### config.mk
export PLATFORM = sky130hd
export DESIGN_NAME = dcmac_0_axis_pkt_mon_merge_sched
export DESIGN_NICKNAME = d
export VERILOG_FILES = /design/src/rtl/dcmac_0_axis_pkt_mon_merge_sched.sv
export SDC_FILE = /design/constraint.sdc
export NUM_CORES = 1
export LEC_CHECK = 0
export BUFFER_PORTS_ARGS = -buffer_cell sky130_fd_sc_hd__clkbuf_2
export CAP_MARGIN = 5
export CORE_ASPECT_RATIO = 0.75
export CORE_MARGIN = 3
export CORE_UTILIZATION = 40
export DETAILED_ROUTE_END_ITERATION = 16
export PLACE_DENSITY = 0.65
export RECOVER_POWER = 25
export SETUP_SLACK_MARGIN = 0.02
export SLEW_MARGIN = 10
export SYNTH_ARGS = -nofsm -noshare
export SYNTH_HDL_FRONTEND = slang
export SYNTH_SLANG_ARGS = --single-unit
### constraint.sdc
create_clock -name clk -period 7.5 [get_ports clk]
set_clock_uncertainty 0.1 [all_clocks]
set_input_delay 0.75 -clock clk [delete_from_list [all_inputs] [get_ports clk]]
set_output_delay 0.75 -clock clk [all_outputs]
set_load 0.01 [all_outputs]
### src/rtl/dcmac_0_axis_pkt_mon_merge_sched.sv
// Packet-atomic round-robin scheduler for N_CH LBUS channels into a fixed-latency merge datapath.
// Grant is zero-latency, output tag lags the grant by MERGE_LAT cycles, and a requester waits until it is granted.
// Optional lock watchdog: define DCMAC_0_PKT_MON_MERGE_SCHED_WDOG_EN.
module dcmac_0_axis_pkt_mon_merge_sched #(
    parameter int N_CH      = 6,
    parameter int MERGE_LAT = 5,
    parameter int WDOG_CYC  = 256
) (
    input  logic            clk,
    input  logic            rst,
    input  logic [N_CH-1:0] i_req,
    input  logic [N_CH-1:0] i_sop,
    input  logic [N_CH-1:0] i_eop,
    output logic [N_CH-1:0] o_gnt,
    output logic            o_sel_vld,
    output logic [2:0]      o_sel_id,
    output logic            o_out_vld,
    output logic [2:0]      o_out_id,
    output logic            o_proto_err,
    output logic [31:0]     o_pkt_cnt
);

    typedef enum logic {IDLE, LOCKED} state_t;

    state_t          state;
    logic [2:0]      lock_id;
    logic [2:0]      rr_ptr;
    logic [N_CH-1:0] elig;
    logic [N_CH-1:0] lock_oh;
    logic            lock_req;
    logic            sel_sop;
    logic            sel_eop;
    logic            stray;
    logic            hi_found;
    logic            lo_found;
    logic [2:0]      hi_id;
    logic [2:0]      lo_id;
    logic [2:0]      sel_id;
    logic            sel_vld;
    logic            wdog_fire;

    logic [MERGE_LAT-1:0] vld_pipe;
    logic [2:0]           id_pipe [MERGE_LAT];

    function automatic logic [2:0] nxt(input logic [2:0] id);
        return (id == 3'(N_CH - 1)) ? 3'd0 : id + 3'd1;
    endfunction

    assign elig     = i_req & i_sop;
    assign lock_oh  = N_CH'(1) << lock_id;
    assign lock_req = |(i_req & lock_oh);
    assign stray    = (state == IDLE) && |(i_req & ~i_sop);

    // Descending scan: lo_id ends at the lowest eligible channel, hi_id at the lowest one >= rr_ptr.
    always_comb begin
        hi_found = 1'b0;
        lo_found = 1'b0;
        hi_id    = 3'd0;
        lo_id    = 3'd0;
        sel_vld  = 1'b0;
        sel_id   = 3'd0;
        if (state == IDLE) begin
            for (int c = N_CH - 1; c >= 0; c--) begin
                if (elig[c]) begin
                    lo_found = 1'b1;
                    lo_id    = 3'(c);
                    if (3'(c) >= rr_ptr) begin
                        hi_found = 1'b1;
                        hi_id    = 3'(c);
                    end
                end
            end
            sel_vld = hi_found | lo_found;
            sel_id  = hi_found ? hi_id : (lo_found ? lo_id : 3'd0);
        end else if (lock_req) begin
            sel_vld = 1'b1;
            sel_id  = lock_id;
        end
    end

    assign o_sel_vld = sel_vld;
    assign o_sel_id  = sel_id;
    assign o_gnt     = sel_vld ? (N_CH'(1) << sel_id) : '0;
    assign sel_sop   = |(o_gnt & i_sop);
    assign sel_eop   = |(o_gnt & i_eop);

`ifdef DCMAC_0_PKT_MON_MERGE_SCHED_WDOG_EN
    localparam int WW = $clog2(WDOG_CYC + 1);
    logic [WW-1:0] wdog_cnt;

    assign wdog_fire = (state == LOCKED) && !lock_req && (wdog_cnt == WW'(WDOG_CYC - 1));

    always_ff @(posedge clk or posedge rst) begin
        if (rst) begin
            wdog_cnt <= '0;
        end else if ((state == LOCKED) && !lock_req && !wdog_fire) begin
            wdog_cnt <= wdog_cnt + 1'b1;
        end else begin
            wdog_cnt <= '0;
        end
    end
`else
    assign wdog_fire = 1'b0;
`endif

    always_ff @(posedge clk or posedge rst) begin
        if (rst) begin
            state       <= IDLE;
            lock_id     <= 3'd0;
            rr_ptr      <= 3'd0;
            o_pkt_cnt   <= 32'd0;
            o_proto_err <= 1'b0;
        end else begin
            o_proto_err <= 1'b0;
            if (sel_vld && sel_eop) begin
                o_pkt_cnt <= o_pkt_cnt + 32'd1;
            end
            case (state)
                IDLE: begin
                    o_proto_err <= stray;
                    if (sel_vld) begin
                        if (sel_eop) begin
                            rr_ptr <= nxt(sel_id);
                        end else begin
                            state   <= LOCKED;
                            lock_id <= sel_id;
                        end
                    end
                end
                LOCKED: begin
                    if (sel_vld) begin
                        o_proto_err <= sel_sop;
                        if (sel_eop) begin
                            state  <= IDLE;
                            rr_ptr <= nxt(lock_id);
                        end
                    end else if (wdog_fire) begin
                        // Abandon a stalled packet without counting it.
                        state       <= IDLE;
                        rr_ptr      <= nxt(lock_id);
                        o_proto_err <= 1'b1;
                    end
                end
                default: state <= IDLE;
            endcase
        end
    end

    always_ff @(posedge clk or posedge rst) begin
        if (rst) begin
            vld_pipe <= '0;
            for (int i = 0; i < MERGE_LAT; i++) begin
                id_pipe[i] <= 3'd0;
            end
        end else begin
            vld_pipe[0] <= sel_vld;
            id_pipe[0]  <= sel_id;
            for (int i = 1; i < MERGE_LAT; i++) begin
                vld_pipe[i] <= vld_pipe[i-1];
                id_pipe[i]  <= id_pipe[i-1];
            end
        end
    end

    assign o_out_vld = vld_pipe[MERGE_LAT-1];
    assign o_out_id  = id_pipe[MERGE_LAT-1];

endmodule
==> results by group, run 1 <==
GRT
  – Initial antenna violation count: 0
  – Largest net degree at the start of global routing: 61
  – Total GRT Usage: between 15 and 20%
  – First-pass GRT wire length: 11300 um
  – Congestion Overflow GR: 0
  – Vias in the first global route: about 2200

Hold path
  – Hold depth: 0
  – Hold_sp: id_pipe[10]
  – HP Class: reg2reg
  – Hold Path End: id_pipe[7]

Final layout
  – Finished Layout Cells: roughly 460
  – N_diodes: 0
  – Area Growth Syn to Fin: 20.2%
  – Fin nets: roughly 380
  – Share of layout cells above drive strength 1: slightly below 30%

Setup path
  – Slowest-stage cell, CP: a2111o_1
  – Slowest stage delay, CP: 740 ps
  – CP delay by family, top: simple AND/OR/NAND/NOR gates
  – Reg2reg setup slack: about 3500 ps
  – Reg2Reg Capture Point: o_pkt_cnt[22]
  – Crit path required time: around 7700 ps
  – Buf+Inv Stages, Crit Path: 2
  – Critical Path Sink Type: register
  – Startpoint types: primary input
  – Beginning of the critical path: i_sop[4]
  – Critical-path cell list: clkbuf_2, and2_2, a32o_2, or3b_1, or4_4, a21oi_4, inv_1, nor2_1, ha_1, and3_2, a2111o_1, nand3_1, xnor2_1
  – Worst r2r src: rr_ptr[2]
  – Crit path DAT: roughly 4200 ps
  – Worst setup path category: in2reg
  – Crit-path max FO: 30
  – R2R depth: 12

Power and ir drop
  – Max IR drop VDD: 0.218 mV
  – Pleak: roughly 1.7 nW
  – Power density cells: 362 nW/um2

Synth
  – Asr flop ratio synth: between 90% and 100%
  – Syn nets: between 300 and 400
  – Yosys reg bits: 60
  – Yosys warnings: 0
  – Syn Inst Count: around 280
  – Register area share after synthesis: 49.9%
  – Post-synth EDFFs: 0
  – Avg Cell Area, Syn: between 10 and 15 um2
  – Main flop type after synthesis: dfrtp_1
  – Mapped cell area: around 3000 um2
  – Post-synth cell types: 61

Timing
  – Share of the clock period used by the worst path: 54.3%
  – RSZ-0062 raised after global routing: false
  – Slew headroom: -105%
  – Final worst slack: 3420 ps
  – Slew Viols, Final: 61
  – Actual slew at the worst max-slew pin: about 3100 ps
  – Tmin final: a little over 4000 ps
  – Hold_ws: between 200 and 250 ps
  – Final Hold Vio Count: 0
  – Final Setup Violations: 0
  – TNS Setup: 0 ps
  – Fmax: about 250 MHz

Floorplanning
  – Std-Cell Rows: 26
  – Starting Density: between 40% and 50%
  – Die footprint: 8610 um2
  – Die width: ~110 um
  – Core area: approximately 7100 um2
  – Chip Height: about 80 um
  – Boundary pin count: 67

Clocking
  – Clock root buffer master: clkbuf_8
  – Sink Count: 60
  – # H-tree levels: 3
  – Postcts setup bufs: 0
  – Worst-path clk slew: 70 ps
  – Hold-fix buffers at CTS: 0
  – Max clock buf depth: 2
  – TritonCTS clock tree: done
  – Num CTS Buffers: 9
  – Gates resized, CTS repair: 0
  – Clk Latency, worst-skew pair: 330 ps

Route
  – DR vias: between 2000 and 2500
  – Initial DRC Count: 150
  – Final WL: roughly 6800 um
  – Post-route DRC: 0
  – Final ANT Viol Nets: 0
  – Drt wl/cell: between 15 and 20 um
  – Vias per cell: 5.16
  – DR pass1 iterations: 5

Placed design
  – Placed cells: ~440
  – Final HPWL DP: just over 5000 um
  – GP Congestion: roughly 0.9
  – Placement Setup Slack: between 3000 and 4000 ps
  – Count of buffers from port buffering: 66

Job
  – Number of max-cap violations: 1

Outcome
  – Status: finished, violations left
  – Violated checks: max-capacitance violations, max-slew violations
-- layout by cell type (no fill, tap or decap), drive strengths merged, types with 6 or more instances in the layout --
cell,netlist,layout
mux2i,6,6
nand3,19,19
and3,11,11
nor2,11,11
o21ai,6,6
a21oi,6,6
nand4,12,12
nand2,31,31
clkbuf,2,76
nor3,9,9
dfrtp,60,60
xnor2,28,28
inv,13,13
-- registers in the layout (all words and copies together) (netlist names), named ones only --
signal	flops
lock_id	3
o_proto_err	1
o_pkt_cnt	32
id_pipe	12
rr_ptr	3
vld_pipe	5
o_out_id	3
-- power breakdown --
part	total (W)	leakage, nW	internal, W	switching [W]
logic	0.000502	0.825	0.000195	0.000308
clock network	0.000322	0.110	0.000189	0.000133
registers	0.000486	0.780	0.000410	0.0000763
-- synthesized netlist by cell type, drive strengths merged, types with 2 or more instances --
cell type,n,area share [%]
nor2,11,1.4
a221oi,2,0.79
o2bb2ai,2,0.58
xnor2,28,8.2
nand2,31,3.9
buf,9,2.4
inv,13,1.6
nor4,3,0.83
o21ai,6,1.0
xor2,3,0.87
and3,11,2.4
o31ai,2,0.50
mux2i,6,2.0
nand3,19,3.2
a21boi,4,1.1
o22ai,4,0.83
nand3b,4,1.1
a32o,2,0.71
mux2,4,1.6
o311ai,2,0.58
dfrtp,60,50
and4,2,0.62
nand4,12,2.5
nor3,9,1.7
a21oi,6,1.5
or4,3,0.87
clkbuf,2,0.25
ha,3,1.2
and2,5,1.1
-- kinds of logic after synthesis --
group | synth area share (%)
adders and majority gates | 1.25
DFF | 49.9
and+or+nand+nor | 21.6
buffers and inverters | 4.37
xor gates and xnor gates | 9.03
AOI/OAI and AO/OA | 10.2
muxes | 3.62
-- through the flow --
stage / area, um2 / total power [W] / utilization [%]
floorplan: 3010 / 0.000870 / -
global placement: 3400 / 0.000988 / 48.1
detailed placement: 3400 / 0.000997 / 48.1
CTS: 3620 / 0.00132 / 51.3
global route: 3620 / 0.00140 / 51.2
finish: 3620 / 0.00131 / 51.2
-- final cells by class --
| type | instances | area [um2] |
|---|---|---|
| inverters | 14 | 52.6 |
| well taps | 98 | 123 |
| clock inverters | 7 | 98.8 |
| fillers | 661 | 3440 |
| repair buffers | 68 | 342 |
| clock buffers | 9 | 124 |
| flip-flops and latches | 60 | 1500 |
| multi-input cells | 199 | 1380 |
-- worst max path at each step --
stage | endpoint | slack, ps | cells past startpoint
floorplan | lock_id[0] | 3710 | 10
global placement | o_pkt_cnt[19] | 3200 | 13
detailed placement | o_pkt_cnt[21] | 3080 | 13
CTS | o_pkt_cnt[22] | 3440 | 13
global route | o_pkt_cnt[22] | 3170 | 12
finish | o_pkt_cnt[22] | 3420 | 13
-- layer usage --
metal | up-vias | GRT usage [%] | part of all wire (%)
met4 | 0 | 4.66 | 0.61
met3 | 4 | 4.92 | 4.1
met1 | 1132 | 24.5 | 50
li1 | 1150 | - | -
met5 | - | 0 | 0
met2 | 61 | 24.6 | 46
Power figures use the tool's default switching activity.
==> inputs of run 2 (changes only) <==
clock period = 3.96 ns   (was 7.5 ns; I/O delays follow)
==> run 2 against run 1 <==
The run still ends with max-capacitance violations, max-slew violations left. Non-clock buffer count up 5. Die area unchanged. Register-to-register slack worse by 3200 ps. Power up 88%. Routed wire length down 0.69%. Final cell count up 1.1%. Combinational power up 99%. Critical path type is now reg2reg.
==> results by group, run 2 (synthesis gave the netlist of run 1 again) <==
Route
  – Drt wl/cell: 14.8 um (was 15.0 um)
  – DR vias: 2354 (was 2347)
  – Post-route DRC: 0 (unchanged)
  – Final WL: 6800 um (was 6840 um)
  – DR pass1 iterations: 4 (was 5)
  – Initial DRC Count: 162 (was 150)
  – Final ANT Viol Nets: 0 (unchanged)
  – Vias per cell: 5.12 (was 5.16)

Placed design
  – Final HPWL DP: 5080 um (was 5030 um)
  – Count of buffers from port buffering: 66 (unchanged)
  – DP Area: 3430 um2 (was 3400 um2)
  – Placement Setup Slack: 306 ps (was 3080 ps)
  – GP Congestion: 0.907 (was 0.926)
  – Placed cells: 444 (was 439)

Final layout
  – Most frequent cells in the layout: 66 x clkbuf_2, 60 x dfrtp_1, 31 x nand2_1 (unchanged)
  – Largest Register: o_pkt_cnt (unchanged)
  – Register area: 1500 um2 (unchanged)
  – Final Cell Area: 3630 um2 (was 3620 um2)
  – Fillers: 649 (was 661)
  – Max reg flops: 32 (unchanged)
  – Fin nets: 380 (was 375)
  – Commonest non-fill, non-tap cell in the layout: clkbuf_2 (unchanged)
  – Area Growth Syn to Fin: 20.7% (was 20.2%)
  – Top flop regs: o_pkt_cnt: 32 flops, id_pipe: 12 flops, vld_pipe: 5 flops (unchanged)
  – Multi-input logic area: 1380 um2 (unchanged)
  – Finished Layout Cells: 460 (was 455)
  – N_diodes: 0 (unchanged)
  – Share of layout cells above drive strength 1: 29.8% (was 28.9%)

Power and ir drop
  – Pleak: 1.74 nW (was 1.71 nW)
  – Max IR drop VDD: 0.444 mV (was 0.218 mV)
  – Power density cells: 678 nW/um2 (was 362 nW/um2)

Clocking
  – Sink Count: 60 (unchanged)
  – Max clock buf depth: 2 (unchanged)
  – Num CTS Buffers: 9 (unchanged)
  – Hold-fix buffers at CTS: 0 (unchanged)
  – # H-tree levels: 3 (unchanged)
  – TritonCTS clock tree: done (unchanged)
  – Worst-path clk slew: 70 ps (about the same)
  – Postcts setup bufs: 0 (unchanged)
  – Clock root buffer master: clkbuf_8 (unchanged)
  – Clk Latency, worst-skew pair: 320 ps (was 330 ps)
  – Gates resized, CTS repair: 0 (unchanged)

Timing
  – Final Setup Violations: 0 (unchanged)
  – Slew headroom: -105% (about the same)
  – Slew Viols, Final: 61 (unchanged)
  – Final worst slack: 299 ps (was 3420 ps)
  – Tmin final: 3660 ps
  – Hold_ws: 246 ps (was 247 ps)
  – RSZ-0062 raised after global routing: false (unchanged)
  – Final Hold Vio Count: 0 (unchanged)
  – Share of the clock period used by the worst path: 92.4%
  – Fmax: approximately 270 MHz
  – TNS Setup: 0 ps (unchanged)
  – Actual slew at the worst max-slew pin: 3070 ps (about the same)

GRT
  – Initial antenna violation count: 0 (unchanged)
  – Largest net degree at the start of global routing: 61 (unchanged)
  – First-pass GRT wire length: 11600 um (was 11300 um)
  – Total GRT Usage: 16.9% (about the same)
  – Congestion Overflow GR: 0 (unchanged)
  – Vias in the first global route: 2289 (was 2225)

Floorplanning
  – Die width: 106 um (unchanged)
  – Std-Cell Rows: 26 (unchanged)
  – Core area: 7060 um2 (unchanged)
  – Die footprint: 8610 um2 (unchanged)
  – Boundary pin count: 67 (unchanged)
  – Starting Density: 42.6% (unchanged)
  – Chip Height: 81.1 um (unchanged)

Setup path
  – Crit path DAT: 3760 ps (was 4220 ps)
  – Worst setup path category: reg2reg (was in2reg)
  – Crit path required time: 4060 ps (was 7650 ps)
  – Critical Path Sink Type: register (unchanged)
  – Startpoint types: register (was primary input)
  – Crit-path max FO: 10 (was 30)

Outcome
  – Status: finished, violations left (unchanged)
  – Violated checks: max-capacitance violations, max-slew violations (unchanged)

Hold path
  – HP Class: reg2reg (unchanged)

Job
  – Number of max-cap violations: 1 (unchanged)
[run 2: final timing paths]
| kind | startpoint | end | slack [ps] | cells past startpoint |
|---|---|---|---|---|
| min in group asynchronous | rst | o_pkt_cnt[21] | 1130 | 3 |
| hold / removal | id_pipe[7] | id_pipe[4] | 250 | 0 |
| setup / recovery | rr_ptr[2] | o_pkt_cnt[25] | 300 | 13 |
| max in group asynchronous | rst | id_pipe[12] | 900 | 3 |
| hold reg to reg | id_pipe[7] | id_pipe[4] | 250 | 0 |
| setup reg to reg | rr_ptr[2] | o_pkt_cnt[25] | 300 | 13 |
[run 2: through the flow]
stage          util [%]  power (W)
2_1_floorplan         -    0.00165
3_3_place_gp       48.7    0.00193
3_5_place_dp       48.7    0.00194
4_1_cts            51.5    0.00248
5_1_grt            51.4    0.00265
6_report           51.4    0.00246
[run 2: final cells by class]
type,count,share of cell area (%)
well taps,98,3.38
multi-input cells,199,37.9
repair buffers,73,10.4
clock buffers,9,3.41
clock inverters,7,2.07
inverters,14,1.45
flip-flops and latches,60,41.4
[run 2: layer usage]
metal	vias up	wire length [um]	track usage, %
li1	1161	-	-
met4	0	36	4.27
met3	4	333	3.49
met5	-	0	0
met2	60	3050	24.8
met1	1129	3370	25.4
[run 2: critical path, stage by stage (launching register included)]
cell,delay [ps]
dfrtp_1,530
o21ai_1,160
a32o_2,270
or3b_1,360
or4_4,460
a21oi_4,150
inv_1,90
nor2_1,90
ha_1,160
and3_2,210
a2111oi_4,50
buf_4,200
or4_1,560
xnor2_1,150
[run 2: power by group]
part | switching (W) | total [W] | leakage, nW | internal [W]
registers | 0.000147 | 0.000923 | 0.780 | 0.000776
clock network | 0.000242 | 0.000535 | 0.104 | 0.000293
logic | 0.000590 | 0.00100 | 0.854 | 0.000412
total | 0.000979 | 0.00246 | 1.74 | 0.00148
==> inputs of run 3 (changes only) <==
CORE_ASPECT_RATIO = 0.8   (was 0.75)
PLACE_DENSITY = 0.61   (was 0.65)
==> run 3 against run 2 <==
The run now ends clean. Critical path depth stayed put. Count of clock-buffer cells in the layout stayed put. Critical path type unchanged. Critical endpoint unchanged. Sequential power is 2.3% lower. Combinational power is 6% higher. Highest routed layer unchanged.
==> results by group, run 3 (synthesis gave the netlist of run 1 again) <==
Outcome
  – Status: complete, no violations (was finished, violations left)

Timing
  – TNS Setup: 0 ps (unchanged)
  – Actual slew at the worst max-slew pin: 1210 ps (was 3070 ps)
  – Slew Viols, Final: 0 (was 61)
  – RSZ-0062 raised after global routing: false (unchanged)
  – Fmax: 276 MHz (was 273 MHz)
  – Final Hold Vio Count: 0 (unchanged)
  – Final Setup Violations: 0 (unchanged)
  – Share of the clock period used by the worst path: 91.5% (was 92.4%)
  – Tmin final: 3620 ps (was 3660 ps)
  – Slew headroom: 19.5% (was -105%)

Route
  – Final ANT Viol Nets: 0 (unchanged)
  – Drt wl/cell: 15.7 um (was 14.8 um)
  – DR vias: 2364 (was 2354)
  – Final WL: 7100 um (was 6800 um)
  – Post-route DRC: 0 (unchanged)
  – Initial DRC Count: 110 (was 162)
  – DR pass1 iterations: 4 (unchanged)
  – Met2 routed WL: 3040 um (was 3050 um)
  – Max layer used: met4 (unchanged)
  – Met1 WL: 3550 um (was 3370 um)
  – Metal3 WL: 370 um (was 333 um)
  – Vias per cell: 5.23 (was 5.12)

Clocking
  – Clk Latency, worst-skew pair: 340 ps (was 320 ps)
  – Sink Count: 60 (unchanged)
  – Worst-path clk slew: 70 ps (about the same)
  – Hold-fix buffers at CTS: 0 (unchanged)
  – # H-tree levels: 3 (unchanged)
  – Clock root buffer master: clkbuf_8 (unchanged)
  – Gates resized, CTS repair: 0 (unchanged)
  – Max clock buf depth: 2 (unchanged)
  – Num CTS Buffers: 9 (unchanged)
  – TritonCTS clock tree: done (unchanged)
  – Postcts setup bufs: 0 (unchanged)

Hold path
  – HP Class: reg2reg (unchanged)

Setup path
  – Worst Setup EP: o_pkt_cnt[25] (unchanged)
  – Crit-path max FO: 10 (unchanged)
  – Crit path DAT: 3750 ps (was 3760 ps)
  – R2R depth: 13 (unchanged)
  – Startpoint types: register (unchanged)
  – Reg2Reg Capture Point: o_pkt_cnt[25] (unchanged)
  – Crit path required time: 4080 ps (was 4060 ps)
  – Worst r2r src: rr_ptr[2] (unchanged)
  – Reg2reg setup slack: 340 ps (was 300 ps)
  – Critical Path Sink Type: register (unchanged)
  – Beginning of the critical path: rr_ptr[2] (unchanged)
  – Worst setup path category: reg2reg (unchanged)

Floorplanning
  – Die footprint: 8600 um2 (was 8610 um2)
  – Chip Height: 83.6 um (was 81.1 um)
  – Core area: 7090 um2 (was 7060 um2)
  – Die width: 103 um (was 106 um)
  – Std-Cell Rows: 27 (was 26)
  – Starting Density: 42.4% (was 42.6%)
  – Boundary pin count: 67 (unchanged)

Power and ir drop
  – Max IR drop VDD: 0.475 mV (was 0.444 mV)
  – Power density cells: 689 nW/um2 (was 678 nW/um2)
  – Final Power: 0.00251 W (was 0.00246 W)
  – Pleak: 1.74 nW (about the same)

Final layout
  – Register area: 1500 um2 (unchanged)
  – Fillers: 657 (was 649)
  – Fin nets: 383 (was 380)
  – Most frequent cells in the layout: 66 x clkbuf_2, 60 x dfrtp_1, 31 x nand2_1 (unchanged)
  – N_diodes: 0 (unchanged)
  – Largest Register: o_pkt_cnt (unchanged)
  – Top flop regs: o_pkt_cnt: 32 flops, id_pipe: 12 flops, vld_pipe: 5 flops (unchanged)
  – Share of layout cells above drive strength 1: 30.7% (was 29.8%)
  – Max reg flops: 32 (unchanged)
  – Commonest non-fill, non-tap cell in the layout: clkbuf_2 (unchanged)
  – Multi-input logic area: 1380 um2 (unchanged)
  – Area Growth Syn to Fin: 21.1% (was 20.7%)

GRT
  – First-pass GRT wire length: 11700 um (was 11600 um)
  – Vias in the first global route: 2290 (was 2289)
  – Largest net degree at the start of global routing: 34 (was 61)
  – Total GRT Usage: 17.4% (was 16.9%)
  – Congestion Overflow GR: 0 (unchanged)
  – Initial antenna violation count: 0 (unchanged)

Placed design
  – GP Congestion: 0.886 (was 0.907)
  – Count of buffers from port buffering: 66 (unchanged)
  – Final HPWL DP: 5280 um (was 5080 um)

Job
  – Number of max-cap violations: 0 (was 1)
run 3: final cells by class:
type,instances,area share (%)
sequential,60,41.2
multi-input combinational,199,37.8
timing repair buffer,76,11.1
clock buffer,9,3.40
tap,87,2.99
clock inverter,7,2.06
inverter,14,1.44
run 3: worst min-delay path by stage:
stage                       end  cells after the start         from  slack [ps]
detailed placement   id_pipe[5]                      0   id_pipe[8]         230
finish              vld_pipe[4]                      0  vld_pipe[3]         250
floorplan           id_pipe[10]                      0  id_pipe[13]         230
global route        vld_pipe[4]                      0  vld_pipe[3]         240
CTS                 vld_pipe[4]                      2          rst          50
global placement    vld_pipe[1]                      0  vld_pipe[0]         230
run 3: critical path: stages (launching register included):
cell and delay [ps]:
dfrtp_1 500, o21ai_1 140, a32o_2 260, or3b_1 360, or4_4 460, a21oi_4 200, inv_1 90, nor2_1 100
ha_1 170, and3_2 210, a2111oi_4 50, buf_4 170, or4_1 530, xnor2_1 140
run 3: layer usage:
layer  up-vias  track usage [%]
met3        12             4.85
met1      1131             26.0
li1       1157                -
met5         -                0
met4         0             6.47
met2        64             23.8
run 3: power by group:
group	internal (W)	switching, W
logic	0.000437	0.000624
clock network	0.000292	0.000255
registers	0.000776	0.000126
total	0.00151	0.00100
run 3: through the flow:
stage          hold slack (ps)  area [um2]  cells  worst slack, ps  utilization [%]
6_report                   247        3640    452              338             51.3
2_1_floorplan              231        3010    284              520                -
3_3_place_gp               232        3440    436              343             48.5
3_5_place_dp               235        3440    436              266             48.5
5_1_grt                    245        3640    452              149             51.3
4_1_cts                   48.3        3640    452              346             51.3
